==> src/rtl/cpu_dispatch_pkg.sv <==
// Shared types for the cpu dispatcher.
// Core slot states and watchdog sizing.
package cpu_dispatch_pkg;

  typedef enum logic [1:0] {
    IDLE = 2'd0,
    RUN  = 2'd1,
    PEND = 2'd2
  } core_st_e;

  localparam int WD_W = 8;

endpackage

==> src/rtl/core_slot.sv <==
// One managed core: state, dispatched job id,
// watchdog and completion error flag.
module core_slot
  import cpu_dispatch_pkg::*;
#(
  parameter int ID_W    = 8,
  parameter int TIMEOUT = 200
) (
  input  logic            clk,
  input  logic            reset,
  input  logic            start_i,
  input  logic [ID_W-1:0] id_i,
  input  logic            done_i,
  input  logic            ack_i,
  output core_st_e        st_o,
  output logic [ID_W-1:0] id_o,
  output logic            err_o,
  output logic            to_o
);

  localparam logic [WD_W-1:0] WD_MAX =
    WD_W'(TIMEOUT - 1);

  core_st_e        st_q, st_d;
  logic [ID_W-1:0] id_q, id_d;
  logic [WD_W-1:0] wd_q, wd_d;
  logic            err_q, err_d;

  always_comb begin
    st_d  = st_q;
    id_d  = id_q;
    wd_d  = wd_q;
    err_d = err_q;
    to_o  = 1'b0;
    unique case (st_q)
      IDLE: begin
        if (start_i) begin
          st_d  = RUN;
          id_d  = id_i;
          wd_d  = '0;
          err_d = 1'b0;
        end
      end
      RUN: begin
        if (done_i) begin
          st_d  = PEND;
          err_d = 1'b0;
        end else if (wd_q == WD_MAX) begin
          st_d  = PEND;
          err_d = 1'b1;
          to_o  = 1'b1;
        end else begin
          wd_d = wd_q + 1'b1;
        end
      end
      PEND: begin
        if (ack_i) st_d = IDLE;
      end
      default: st_d = IDLE;
    endcase
  end

  always_ff @(posedge clk) begin
    if (reset) begin
      st_q  <= IDLE;
      id_q  <= '0;
      wd_q  <= '0;
      err_q <= 1'b0;
    end else begin
      st_q  <= st_d;
      id_q  <= id_d;
      wd_q  <= wd_d;
      err_q <= err_d;
    end
  end

  assign st_o  = st_q;
  assign id_o  = id_q;
  assign err_o = err_q;

endmodule

==> src/rtl/cpu_dispatcher.sv <==
// Host-side job dispatcher for the multicore array:
// starts jobs on idle cores and serialises completions.
module cpu_dispatcher
  import cpu_dispatch_pkg::*;
#(
  parameter int NUM_CORES = 4,
  parameter int ID_W      = 8,
  parameter int TIMEOUT   = 200,
  parameter int CORE_W    = 2
) (
  input  logic                 clk,
  input  logic                 reset,
  input  logic                 job_valid,
  input  logic [ID_W-1:0]      job_id,
  output logic                 job_ready,
  output logic [NUM_CORES-1:0] cpu_start,
  input  logic [NUM_CORES-1:0] cpu_done,
  output logic [NUM_CORES-1:0] busy,
  output logic                 done_valid,
  output logic [CORE_W-1:0]    done_core,
  output logic [ID_W-1:0]      done_id,
  output logic                 done_err,
  output logic                 timeout_err,
  output logic [15:0]          jobs_completed
);

  core_st_e             st_w  [NUM_CORES];
  logic [ID_W-1:0]      id_w  [NUM_CORES];
  logic [NUM_CORES-1:0] err_w;
  logic [NUM_CORES-1:0] to_w;

  logic [NUM_CORES-1:0] idle_oh, pend_oh, disp;
  logic                 idle_hit, pend_hit;
  logic [CORE_W-1:0]    pend_idx;
  logic [ID_W-1:0]      pend_id;
  logic                 pend_err;

  logic [NUM_CORES-1:0] start_q;
  logic                 dv_q;
  logic [CORE_W-1:0]    dcore_q;
  logic [ID_W-1:0]      did_q;
  logic                 derr_q;
  logic                 terr_q;
  logic [15:0]          jobs_q;

  // Scan high-to-low so the lowest index wins.
  always_comb begin
    idle_oh  = '0;
    pend_oh  = '0;
    idle_hit = 1'b0;
    pend_hit = 1'b0;
    pend_idx = '0;
    pend_id  = '0;
    pend_err = 1'b0;
    for (int i = NUM_CORES - 1; i >= 0; i--) begin
      if (st_w[i] == IDLE) begin
        idle_oh    = '0;
        idle_oh[i] = 1'b1;
        idle_hit   = 1'b1;
      end
      if (st_w[i] == PEND) begin
        pend_oh    = '0;
        pend_oh[i] = 1'b1;
        pend_hit   = 1'b1;
        pend_idx   = CORE_W'(i);
        pend_id    = id_w[i];
        pend_err   = err_w[i];
      end
    end
  end

  assign job_ready = idle_hit;
  assign disp = (job_valid && idle_hit) ? idle_oh : '0;

  for (genvar g = 0; g < NUM_CORES; g++) begin : g_slot
    core_slot #(
      .ID_W    (ID_W),
      .TIMEOUT (TIMEOUT)
    ) u_slot (
      .clk     (clk),
      .reset   (reset),
      .start_i (disp[g]),
      .id_i    (job_id),
      .done_i  (cpu_done[g]),
      .ack_i   (pend_oh[g]),
      .st_o    (st_w[g]),
      .id_o    (id_w[g]),
      .err_o   (err_w[g]),
      .to_o    (to_w[g])
    );
    assign busy[g] = (st_w[g] != IDLE);
  end

  always_ff @(posedge clk) begin
    if (reset) begin
      start_q <= '0;
      dv_q    <= 1'b0;
      dcore_q <= '0;
      did_q   <= '0;
      derr_q  <= 1'b0;
      terr_q  <= 1'b0;
      jobs_q  <= '0;
    end else begin
      start_q <= disp;
      dv_q    <= pend_hit;
      if (pend_hit) begin
        dcore_q <= pend_idx;
        did_q   <= pend_id;
        derr_q  <= pend_err;
        jobs_q  <= jobs_q + 16'd1;
      end
      if (|to_w) terr_q <= 1'b1;
    end
  end

  assign cpu_start      = start_q;
  assign done_valid     = dv_q;
  assign done_core      = dcore_q;
  assign done_id        = did_q;
  assign done_err       = derr_q;
  assign timeout_err    = terr_q;
  assign jobs_completed = jobs_q;

endmodule

==> config.mk <==
export PLATFORM = sky130hd
export DESIGN_NAME = cpu_dispatcher
export DESIGN_NICKNAME = d
export VERILOG_FILES = /design/src/rtl/cpu_dispatch_pkg.sv /design/src/rtl/core_slot.sv /design/src/rtl/cpu_dispatcher.sv
export SDC_FILE = /design/constraint.sdc
export NUM_CORES = 1
export LEC_CHECK = 0
export CORE_ASPECT_RATIO = 0.9
export CORE_MARGIN = 5
export CORE_UTILIZATION = 37
export CTS_BUF_LIST = sky130_fd_sc_hd__clkbuf_8
export CTS_CLUSTER_DIAMETER = 200
export CTS_CLUSTER_SIZE = 28
export DETAILED_ROUTE_END_ITERATION = 7
export PLACE_DENSITY = 0.59
export SYNTH_ARGS = -nofsm -noshare
export SYNTH_HDL_FRONTEND = slang
export SYNTH_HIERARCHICAL = 1
export SYNTH_SLANG_ARGS = --single-unit
==> constraint.sdc <==
create_clock -name clk -period 3.39 [get_ports clk]
set_clock_uncertainty 0.2 [all_clocks]
set_input_delay 0.678 -clock clk [delete_from_list [all_inputs] [get_ports clk]]
set_output_delay 0.678 -clock clk [all_outputs]
set_load 0.05 [all_outputs]
==> parameters.txt <==
Parameter                              Value

Synthesis
  EDFF count, synth    0
  Ys flop type    sky130_fd_sc_hd__dfxtp_1
  Count of distinct cell types in the synthesized netlist    49
  Dominant combinational cell family by area after synthesis    simple AND/OR/NAND/NOR gates
  Total standard cell area after synthesis    5210 sq um
  Synth Area in Simple Gates    30.7%
  Count of yosys warnings during synthesis    6
  Portion of netlist area occupied by mux cells    less than 1%
  Synthesized-area fraction occupied by xor and xnor cells    0.336%
  Share of the synthesized area in compound gates (AO/OA/AOI/OAI)    21.3%
  Share of synthesized area occupied by flip-flops and latches    41.9%
  Number of storage elements in the synthesis netlist    about 110
  Cell type contributing the most total cell area after synthesis    sky130_fd_sc_hd__dfxtp_1
  Portion of synthesized cell area occupied by the leading cell type    a little over two fifths
  Synthesized Nets    approximately 670
  Synthesized area divided by synthesized cell count    8.08 sq um
  FFs w/ async S/R, synth    0%
  Top cells by area in the synthesized netlist    sky130_fd_sc_hd__dfxtp_1, sky130_fd_sc_hd__a21oi_1, sky130_fd_sc_hd__nand2_1
  Area share of fa/ha/maj cells after synthesis    about 1.2%
  Mapped Cells    ~650

Route
  Count of nets left with antenna violations after detail routing    0
  Final wirelength    13500 um
  DRT iter0 DRCs    321
  Vias after detailed routing    approximately 4800
  Detailed-router iteration count before antenna repair    5
  Average routed wire per standard cell    approximately 15 um
  Drt drc    0
  Average via count per standard cell    around 5.5

Setup path
  Buffers & Inverters on Critical Path    1
  Critical Path RT    ~2.5 ns
  Startpoint class of the critical path    register
  Reg-to-reg startpoint    g_slot[1].u_slot/st_o[1]
  Max stage delay on crit path    roughly 0.7 ns
  Worst-path fanout max    9
  Critical path endpoint category    output pin
  R2R setup slack    roughly 0.75 ns
  Worst Reg2Reg Path Length in Cells    7
  Slowest CP cell    sky130_fd_sc_hd__clkdlybuf4s50_1
  Critical path startpoint    g_slot[1].u_slot/st_o[1]
  Path type of the worst setup path    reg2out
  Worst Path Arrival    2.12 ns
  Critical path cell sequence    nor2_1 -> nor3_1 -> nand2_1 -> clkdlybuf4s50_1
  Cell family with most CP delay    buffers and inverters
  Worst reg2reg path endpoint    g_slot[3].u_slot/wd_q[4]

Power and ir drop
  Leakage power    slightly above 0.002 uW
  Power Density    between 300 and 400 nW/um^2
  Comb pwr share    about 13%
  Net load switching power    639 uW
  Part of the power in the clock network    a little under a third
  Int Pwr    between 1500 and 2000 uW
  Switching Fraction    a little over a quarter
  Worst IR drop on VDD    0.254 mV
  Overall Power    approximately 2400 uW
  Sequential cell fraction of total power    between 50% and 60%

Placement
  GP Congestion    around 0.86
  Post-placement cell area    a little under 6000 sq um
  Half-perimeter wire length of the detailed placement result    between 9000 and 10000 um
  Count of port buffers added during placement    52

GRT
  Total global routing overflow    0
  GRT met2 Usage    27.7%
  GR Layer Usage met1    21.5%
  Vias in the first global route    between 4000 and 5000
  Overall fraction of global-route tracks in use    16.5%
  Grt met3 use    ~4.3%
  Wire length of the first global-routing pass    about 22000 um
  Pin count of the biggest net entering global routing    between 90 and 100
  Global-route layer with the greatest usage    met2
  Antenna violations before repair    0

Run
  Number of max-capacitance violations reported    0

Die
  Full die area    between 15000 and 20000 sq um
  Count of pins on the block boundary    53
  Initial core utilization    a little under two fifths
  Core region area    about 14000 sq um
  Number of rows in the core area    41
  Die X    around 140 um
  Height of the die    ~120 um

CTS
  Hold bufs inserted after CTS    0
  CTS tree    built
  Clock latency reported for the late side of the worst-skew pair    between 0.3 and 0.4 ns
  CTS clk-pin slew, worst paths    roughly 0.1 ns
  CTS H-tree depth    3
  Cell at the root of the clock tree    sky130_fd_sc_hd__clkbuf_8
  Sinks on the clock net    109
  Post-CTS setup buffer count    0
  Post-CTS resize count    0
  Clock buffer depth    2
  Total CTS buffers    9

Timing
  Final hold slack    around 0.26 ns
  Final number of setup-violating endpoints    0
  Slew at the pin closest to its max-slew limit    approximately 0.93 ns
  Number of hold violations in the final report    0
  Number of max-slew violations in the final report    0
  Maximum frequency from static timing analysis    between 300 and 400 MHz
  Worst max-slew margin expressed relative to the limit    between 30% and 40%
  Post-route minimum period    3.00 ns
  RSZ-0062 raised after global routing    no
  Final clock period utilization by the worst path    roughly nine tenths
  Sum Neg Setup Slack    0 ns

Worst hold path
  Worst Hold Path EP    g_slot[0].u_slot/id_o[2]
  Kind of path behind the tightest hold check    reg2reg
  Min-Delay Path Depth    2
  Min-Delay Startpoint    g_slot[0].u_slot/id_o[2]

Final layout
  # diodes    0
  Layout overhead on the synthesized area    16.8%
  Finished layout cell area    slightly above 6000 sq um
  NumNets Final    between 700 and 800
  Post-layout util    43.8%
  Commonest cells after routing, fill and taps aside    sky130_fd_sc_hd__nand2_1, sky130_fd_sc_hd__dfxtp_1, sky130_fd_sc_hd__a21oi_1
  Most common cell after layout, fill and taps aside    sky130_fd_sc_hd__nand2_1
  Layout cells sized above 1    under 10%
  # fillers    around 1400

Outcome
  Outcome    finished, final reports clean
==> cells in the mapped netlist (all sizes together) (4+ instances only) <==
master / number
nand2: 115
dfxtp: 109
a21oi: 87
nand3: 40
clkbuf: 28
nor2: 26
o21ai: 21
inv: 16
or3: 15
a211oi: 14
nand4: 14
nand2b: 13
a31oi: 12
nor2b: 12
nor3: 11
a31o: 10
a21o: 8
nor3b: 8
or3b: 8
or4: 7
and3: 6
and2: 5
ha: 5
mux2i: 5
a311oi: 4
a41oi: 4
and3b: 4
and4bb: 4
buf: 4
nand4b: 4
nor4: 4
o211ai: 4
o311ai: 4
==> routing by layer <==
metal	vias to the layer above	part of all wire [%]
met2	102	49
met5	-	0
met3	9	4.9
met1	2299	46
met4	0	1.0
li1	2416	-
==> area by class of cell <==
type / instances / area [sq um] / area share [%]
Clock inverter: 5 / 20.0 / 0.329
Inverter: 16 / 60.1 / 0.986
Multi-Input combinational cell: 488 / 2840 / 46.7
Sequential cell: 109 / 2180 / 35.8
Tap cell: 193 / 241 / 3.97
Timing Repair Buffer: 62 / 593 / 9.74
Clock buffer: 11 / 151 / 2.49
==> worst max-delay path by stage <==
stage,end,slack (ns),cells after the start
after floorplan,g_slot[1].u_slot/wd_q[1],1.04,8
after global placement,g_slot[2].u_slot/wd_q[4],0.47,7
after detailed placement,g_slot[2].u_slot/wd_q[4],0.35,7
after CTS,job_ready,0.35,4
after global routing,job_ready,0.23,4
final,job_ready,0.39,4
==> cell families after synthesis <==
logic type | count (synthesis)
AND/OR/NAND/NOR | 301
AO/OA/AOI/OAI | 175
flip-flops | 109
buffers and inverters | 48
multiplexers | 5
adder cells (fa/ha/maj) | 5
XOR/XNOR | 2
==> sequential cells by signal, indices dropped and copies added, names as in the netlist <==
signal / flops
done_valid: 1
g_slot.u_slot/err_o: 4
done_core: 2
cpu_start: 4
g_slot.u_slot/st_o: 8
g_slot.u_slot/id_o: 32
jobs_completed: 16
done_err: 1
done_id: 8
timeout_err: 1
g_slot.u_slot/wd_q: 32
==> power by group through the flow <==
stage                     registers (uW)  logic [uW]  clock network (uW)
after floorplan                     1400         154                   0
after global placement              1370         292                   0
after detailed placement            1370         295                   0
after CTS                           1340         296                 752
after global routing                1340         322                 801
final                               1340         294                 721
==> through the flow <==
stage / setup slack, ns / cells
finish: 0.389 / 884
global route: 0.227 / 884
CTS: 0.349 / 884
detailed placement: 0.350 / 868
global placement: 0.470 / 868
floorplan: 1.04 / 645
==> worst reg2reg max path: stages (launching register included) <==
cell,delay [ns]
sky130_fd_sc_hd__dfxtp_1,0.52
sky130_fd_sc_hd__nor2_1,0.15
sky130_fd_sc_hd__nor3_1,0.29
sky130_fd_sc_hd__and3_1,0.29
sky130_fd_sc_hd__or3b_2,0.64
sky130_fd_sc_hd__nand2_1,0.14
sky130_fd_sc_hd__a41oi_1,0.12
sky130_fd_sc_hd__a211oi_1,0.21
(Power assumes the default switching activity.)
